`src/rtl/counter_pkg.sv`:
```
// Shared constants for the programmable counter: mode encodings and a
// prescaler width helper.
package counter_pkg;

    // Mode encodings; the spare code 2'b11 behaves as WRAP.
    localparam logic [1:0] WRAP    = 2'b00;
    localparam logic [1:0] SAT     = 2'b01;
    localparam logic [1:0] ONESHOT = 2'b10;

    // Prescaler register width: enough bits to hold DIV_N-1, never below 1.
    function automatic int presc_w(input int n);
        return (n > 1) ? $clog2(n) : 1;
    endfunction

endpackage

```
`src/rtl/tick_gen.sv`:
```
// Prescaler: raises a single-cycle clock enable every DIV_N enabled cycles.
// It produces no derived clock; tick is a qualifier in the clk domain.
module tick_gen
    import counter_pkg::*;
#(
    parameter int DIV_N = 8388608
) (
    input  logic clk,
    input  logic rst,
    input  logic en,
    input  logic clr,
    output logic tick
);

    localparam int            CW   = presc_w(DIV_N);
    localparam logic [CW-1:0] LAST = CW'(DIV_N - 1);

    logic [CW-1:0] cnt;

    // Tick only while running; it is held off when en is low.
    assign tick = en && (cnt == LAST);

    // Phase counter: cleared by clr, frozen while disabled, wraps at LAST.
    always_ff @(posedge clk or posedge rst) begin
        if (rst)
            cnt <= '0;
        else if (clr)
            cnt <= '0;
        else if (en)
            cnt <= (cnt == LAST) ? '0 : cnt + CW'(1);
    end

endmodule

```
`src/rtl/prog_counter.sv`:
```
// Programmable up/down counter with wrap, saturate and one-shot modes,
// advanced by a prescaled tick and loadable at any time.
module prog_counter
    import counter_pkg::*;
#(
    parameter int WIDTH   = 8,
    parameter int MAX_VAL = 255,
    parameter int DIV_N   = 8388608
) (
    input  logic             clk,
    input  logic             rst,
    input  logic             en,
    input  logic             dir,
    input  logic [1:0]       mode,
    input  logic             load,
    input  logic [WIDTH-1:0] load_val,
    output logic [WIDTH-1:0] out,
    output logic             tc,
    output logic             done
);

    // Reject impossible parameter sets while elaborating.
    if (WIDTH < 1) begin : g_bad_width
        $error("prog_counter: WIDTH must be >= 1");
    end
    if (MAX_VAL < 0 || (WIDTH < 31 && MAX_VAL >= (1 << WIDTH))) begin : g_bad_max
        $error("prog_counter: MAX_VAL must lie in 0..2^WIDTH-1");
    end
    if (DIV_N < 1) begin : g_bad_div
        $error("prog_counter: DIV_N must be >= 1");
    end

    localparam logic [WIDTH-1:0] MAXV = WIDTH'(MAX_VAL);

    logic             tick;
    logic [WIDTH-1:0] term;
    logic [WIDTH-1:0] load_clamp;
    logic             at_term;
    logic             oneshot;
    logic             frozen;

    // A load restarts the prescaler phase so the next step is a full period away.
    tick_gen #(.DIV_N(DIV_N)) u_tick (
        .clk  (clk),
        .rst  (rst),
        .en   (en),
        .clr  (load),
        .tick (tick)
    );

    assign term       = dir ? MAXV : '0;
    assign at_term    = (out == term);
    assign load_clamp = (load_val > MAXV) ? MAXV : load_val;
    assign oneshot    = (mode == ONESHOT);
    assign frozen     = oneshot && done;

    // Count state: load wins over tick; a finished one-shot ignores ticks.
    always_ff @(posedge clk or posedge rst) begin
        if (rst) begin
            out  <= '0;
            tc   <= 1'b0;
            done <= 1'b0;
        end else if (load) begin
            out  <= load_clamp;
            tc   <= 1'b0;
            done <= 1'b0;
        end else begin
            tc <= 1'b0;
            if (!oneshot)
                done <= 1'b0;
            if (tick && !frozen) begin
                if (at_term) begin
                    tc <= 1'b1;
                    if (oneshot)
                        done <= 1'b1;
                    else if (mode != SAT)
                        out <= dir ? '0 : MAXV;
                end else begin
                    out <= dir ? out + WIDTH'(1) : out - WIDTH'(1);
                end
            end
        end
    end

endmodule

```
`config.mk`:
```
export PLATFORM = sky130hd
export DESIGN_NAME = prog_counter
export DESIGN_NICKNAME = d
export VERILOG_FILES = /design/src/rtl/counter_pkg.sv /design/src/rtl/tick_gen.sv /design/src/rtl/prog_counter.sv
export SDC_FILE = /design/constraint.sdc
export NUM_CORES = 1
export LEC_CHECK = 0
export ABC_AREA = 1
export ABC_CLOCK_PERIOD_IN_PS = 1670
export CORE_MARGIN = 2
export CORE_UTILIZATION = 52
export CTS_CLUSTER_DIAMETER = 50
export DETAILED_ROUTE_END_ITERATION = 8
export MAX_ROUTING_LAYER = met4
export PLACE_DENSITY = 0.89
export SLEW_MARGIN = 20
export SYNTH_ARGS = -nofsm -noshare
export SYNTH_HDL_FRONTEND = slang
export SYNTH_HIERARCHICAL = 1
export SYNTH_SLANG_ARGS = --single-unit
```
`constraint.sdc`:
```
create_clock -name clk -period 1.67 [get_ports clk]
set_input_delay 0.167 -clock clk [delete_from_list [all_inputs] [get_ports clk]]
set_output_delay 0.167 -clock clk [all_outputs]
set_load 0.1 [all_outputs]
```
==> impl_metrics.yaml <==
placed_design:
  gp_congestion: 0.9104
  dp_hpwl_um: 5225
  post-place-ws_ns: -0.4720
  placed_cell_area_um2: 3354
  port_buffers: 24
timing:
  worst_slew_pin_slew_ns: 0.4517
  fmax_mhz: 514.4
  max_slew_margin_pct: 69.85
  setup_viol: 30
  drv_slew: 0
  finClkSkew_ns: 0.01317
  layout_setup_ws_ns: -0.2741
  grt_setup_unrepaired: "yes"
  min_period_over_period_pct: 116.4
  finalCriticalPeriod_ns: 1.944
  fin_tns_setup_ns: -5.238
  hold_violations: 0
routing:
  drt_wl_total_um: 9012
  drc_errors: 0
  ant_nets: 0
  drt_iter0_drc: 342
  vias: 3023
  dr.pass1.iters: 7
  via_per_inst: 5.802
  wl_per_cell_um: 17.30
yosys:
  yosys.area.top_type: "dfrtp_1"
  synthTopCellsByCount: "nand2_1, inv_1, nor2_1"
  syn_area_um2: 2472
  postSynthAreaPerCell_um2: 6.682
  yosysSeqAreaShare_pct: 33.40
  synthDistinctLibCells: 29
  synth_flop_cell: "dfrtp_1"
  synth_area_leaders: "dfrtp_1, nand2_1, nand3_1"
  syn-num-nets: 393
  synth-seq-cells: 33
  async_flop_share_pct: 100.0
  syn_inst: 370
  synth_most_common_cell: "nand2_1"
  synth.yosys.warnings: 6
  synth_edf_count: 0
  netlist.area_leader.share_pct: 33.40
grt:
  grt_pass1_vias: 2978
  grt_max_degree: 24
  grt_antenna_before_repair: 0
  grt_first_pass_wirelength_um: 13420
  grt_usage_pct: 34.61
  overflow: 0
layout:
  n_fill_cell: 271
  n_antenna_cell: 0
  area_delta_synth_final_pct: 49.90
  drive_gt1_share_pct: 34.05
  utilization_pct: 79.52
  design_area_um2: 3706
  finalNetCount: 489
worst_setup_path:
  slowest_stage: "dfrtp_1"
  r2r_cells: 14
  regToRegStartpoint: "u_tick/cnt[0]$_DFFE_PP0P_"
  critPathCaptureType: "flip-flop"
  crit_path_start_kind: "flip-flop"
  arrival_ns: 2.14
  critPathKind: "flip-flop to flip-flop"
  cp_top_family: "simple AND/OR/NAND/NOR gates"
  worst-endpoint-required_ns: 1.87
  r2r_slack_ns: -0.27
  cp.depth: 14
  cpMostUsedCell: "nor2_4"
  cp_num_buf_inv: 2
  reg2reg_to: "out[7]$_DFFE_PP0P_"
  critical_path.cell_chain: "ha_4 > nand2_4 > nor2_4 > nand3_2 > nor2_4 > nand3_2 > nor2_4 > nand2_2 > inv_2 > nand2_4 > nand2_8 > clkinv_8 > nand2_2 > nand2_1"
  crit_fanout: 7
  critPathMaxStageDelay_ns: 0.43
clocking:
  cts_tree: "built"
  cts_made_buffers: 5
  clock_path_buffers: 2
  htree_levels: 2
  clk_pin_slew_worst_paths_ns: 0.08
  worstSkewPairLatency_ns: 0.30
  clock-sinks: 33
  cts_root_buf: "clkbuf_8"
  cts_hold_buf: 0
outcome:
  outcome: "finished, violations left"
  violations: "setup timing"
power:
  irDropWorstVdd_mv: 0.5686
  power_leakage_nw: 1.811
  power_density_nw_per_um2: 745.5
floorplanning:
  start_util_pct: 53.05
  dieArea_um2: 5322
  die_x_um: 72.96
  rows: 25
  ioPinCount: 25
  die_h_um: 72.96
  core_area_um2: 4661
worst_hold_path:
  hp-class: "input port to asynchronous set/reset pin"
flow_run:
  maxCapViolCount: 0
==> area by class of cell <==
cell class,instances,area (um2),share of cell area (%)
multi-input combinational,286,1622,43.75
timing repair buffer,92,869.6,23.46
sequential,33,850.8,22.96
inverter,48,195.2,5.267
clock buffer,7,96.34,2.600
tap,54,67.56,1.823
clock inverter,1,5.005,0.1350
==> worst max-delay path by stage <==
| stage | start | end |
|---|---|---|
| global placement | dir | out[7]$_DFFE_PP0P_ |
| detailed placement | dir | out[1]$_DFFE_PP0P_ |
| finish | u_tick/cnt[0]$_DFFE_PP0P_ | out[7]$_DFFE_PP0P_ |
| global route | u_tick/cnt[0]$_DFFE_PP0P_ | out[7]$_DFFE_PP0P_ |
| floorplan | out[5]$_DFFE_PP0P_ | out[4]$_DFFE_PP0P_ |
| CTS | u_tick/cnt[1]$_DFFE_PP0P_ | out[7]$_DFFE_PP0P_ |
==> stage by stage <==
| stage | total power [mW] | std cells | hold slack, ns |
|---|---|---|---|
| after floorplan | 1.547 | 370 | 0.007165 |
| final | 2.763 | 521 | 0.2487 |
| after global routing | 2.869 | 521 | 0.2746 |
| after global placement | 1.950 | 499 | 0.5062 |
| after CTS | 2.674 | 515 | 0.2572 |
| after detailed placement | 1.983 | 499 | 0.5272 |
==> logic make-up (layout without fill, tap and decap cells) <==
group,count (synthesis),in the layout,share of synthesized area [%]
AOI/OAI and AO/OA,17,17,4.352
xor gates and xnor gates,11,11,3.897
adders and majority gates,8,8,4.352
buffers and inverters,51,148,8.249
DFF,33,33,33.40
and+or+nand+nor,250,250,45.75
==> worst register-to-register path: stages (launching register included) <==
cell	delay, ns
dfrtp_1	0.43
ha_4	0.19
nand2_4	0.07
nor2_4	0.13
nand3_2	0.09
nor2_4	0.13
nand3_2	0.10
nor2_4	0.11
nand2_2	0.08
inv_2	0.09
nand2_4	0.08
nand2_8	0.11
clkinv_8	0.09
nand2_2	0.08
nand2_1	0.06
==> repair_timing <==
item | 4_1_cts | 5_1_grt
cloned | 1 | 0
gates resized for setup | 15 | 24
endpoints found under the setup margin | 27 | 30
pin swaps | 9 | 12
setup buffers | 8 | 8
==> layer usage <==
metal  GRT usage (%)  up-vias  wire length (um)
li1                -     1339                 -
met2           59.09      215              4468
met5               -        -                 0
met4           24.49        0               754
met1           34.13     1386              3149
met3           8.702       83               639
==> sequential cells by signal, indices dropped and copies added (netlist names) <==
register and cells:
tc 1, u_tick/cnt 23, done 1, out 8
==> report_power, final <==
| part | switching, mW | leakage, nW | internal, mW |
|---|---|---|---|
| combinational | 0.695 | 1.32 | 0.470 |
| sequential | 0.0540 | 0.435 | 0.855 |
| clock | 0.316 | 0.0542 | 0.373 |
| total | 1.06 | 1.81 | 1.70 |
==> layout by cell type (no fill, tap or decap), types with 3 or more instances in the layout <==
cell type and n:
a21oi_1 8, buf_12 10, buf_4 64, buf_6 3
clkbuf_8 7, clkdlybuf4s50_1 14, dfrtp_1 25, dfrtp_4 6
ha_4 6, inv_1 43, inv_2 3, nand2_1 119
nand2_2 11, nand2_4 3, nand3_1 30, nand3_2 4
nand4_1 7, nor2_1 36, nor2_2 19, nor2_4 6
o21ai_0 3, o21bai_1 3, or2_2 6, xnor2_1 3
xor2_1 8
Note: power is estimated with default switching activity, not from simulation.
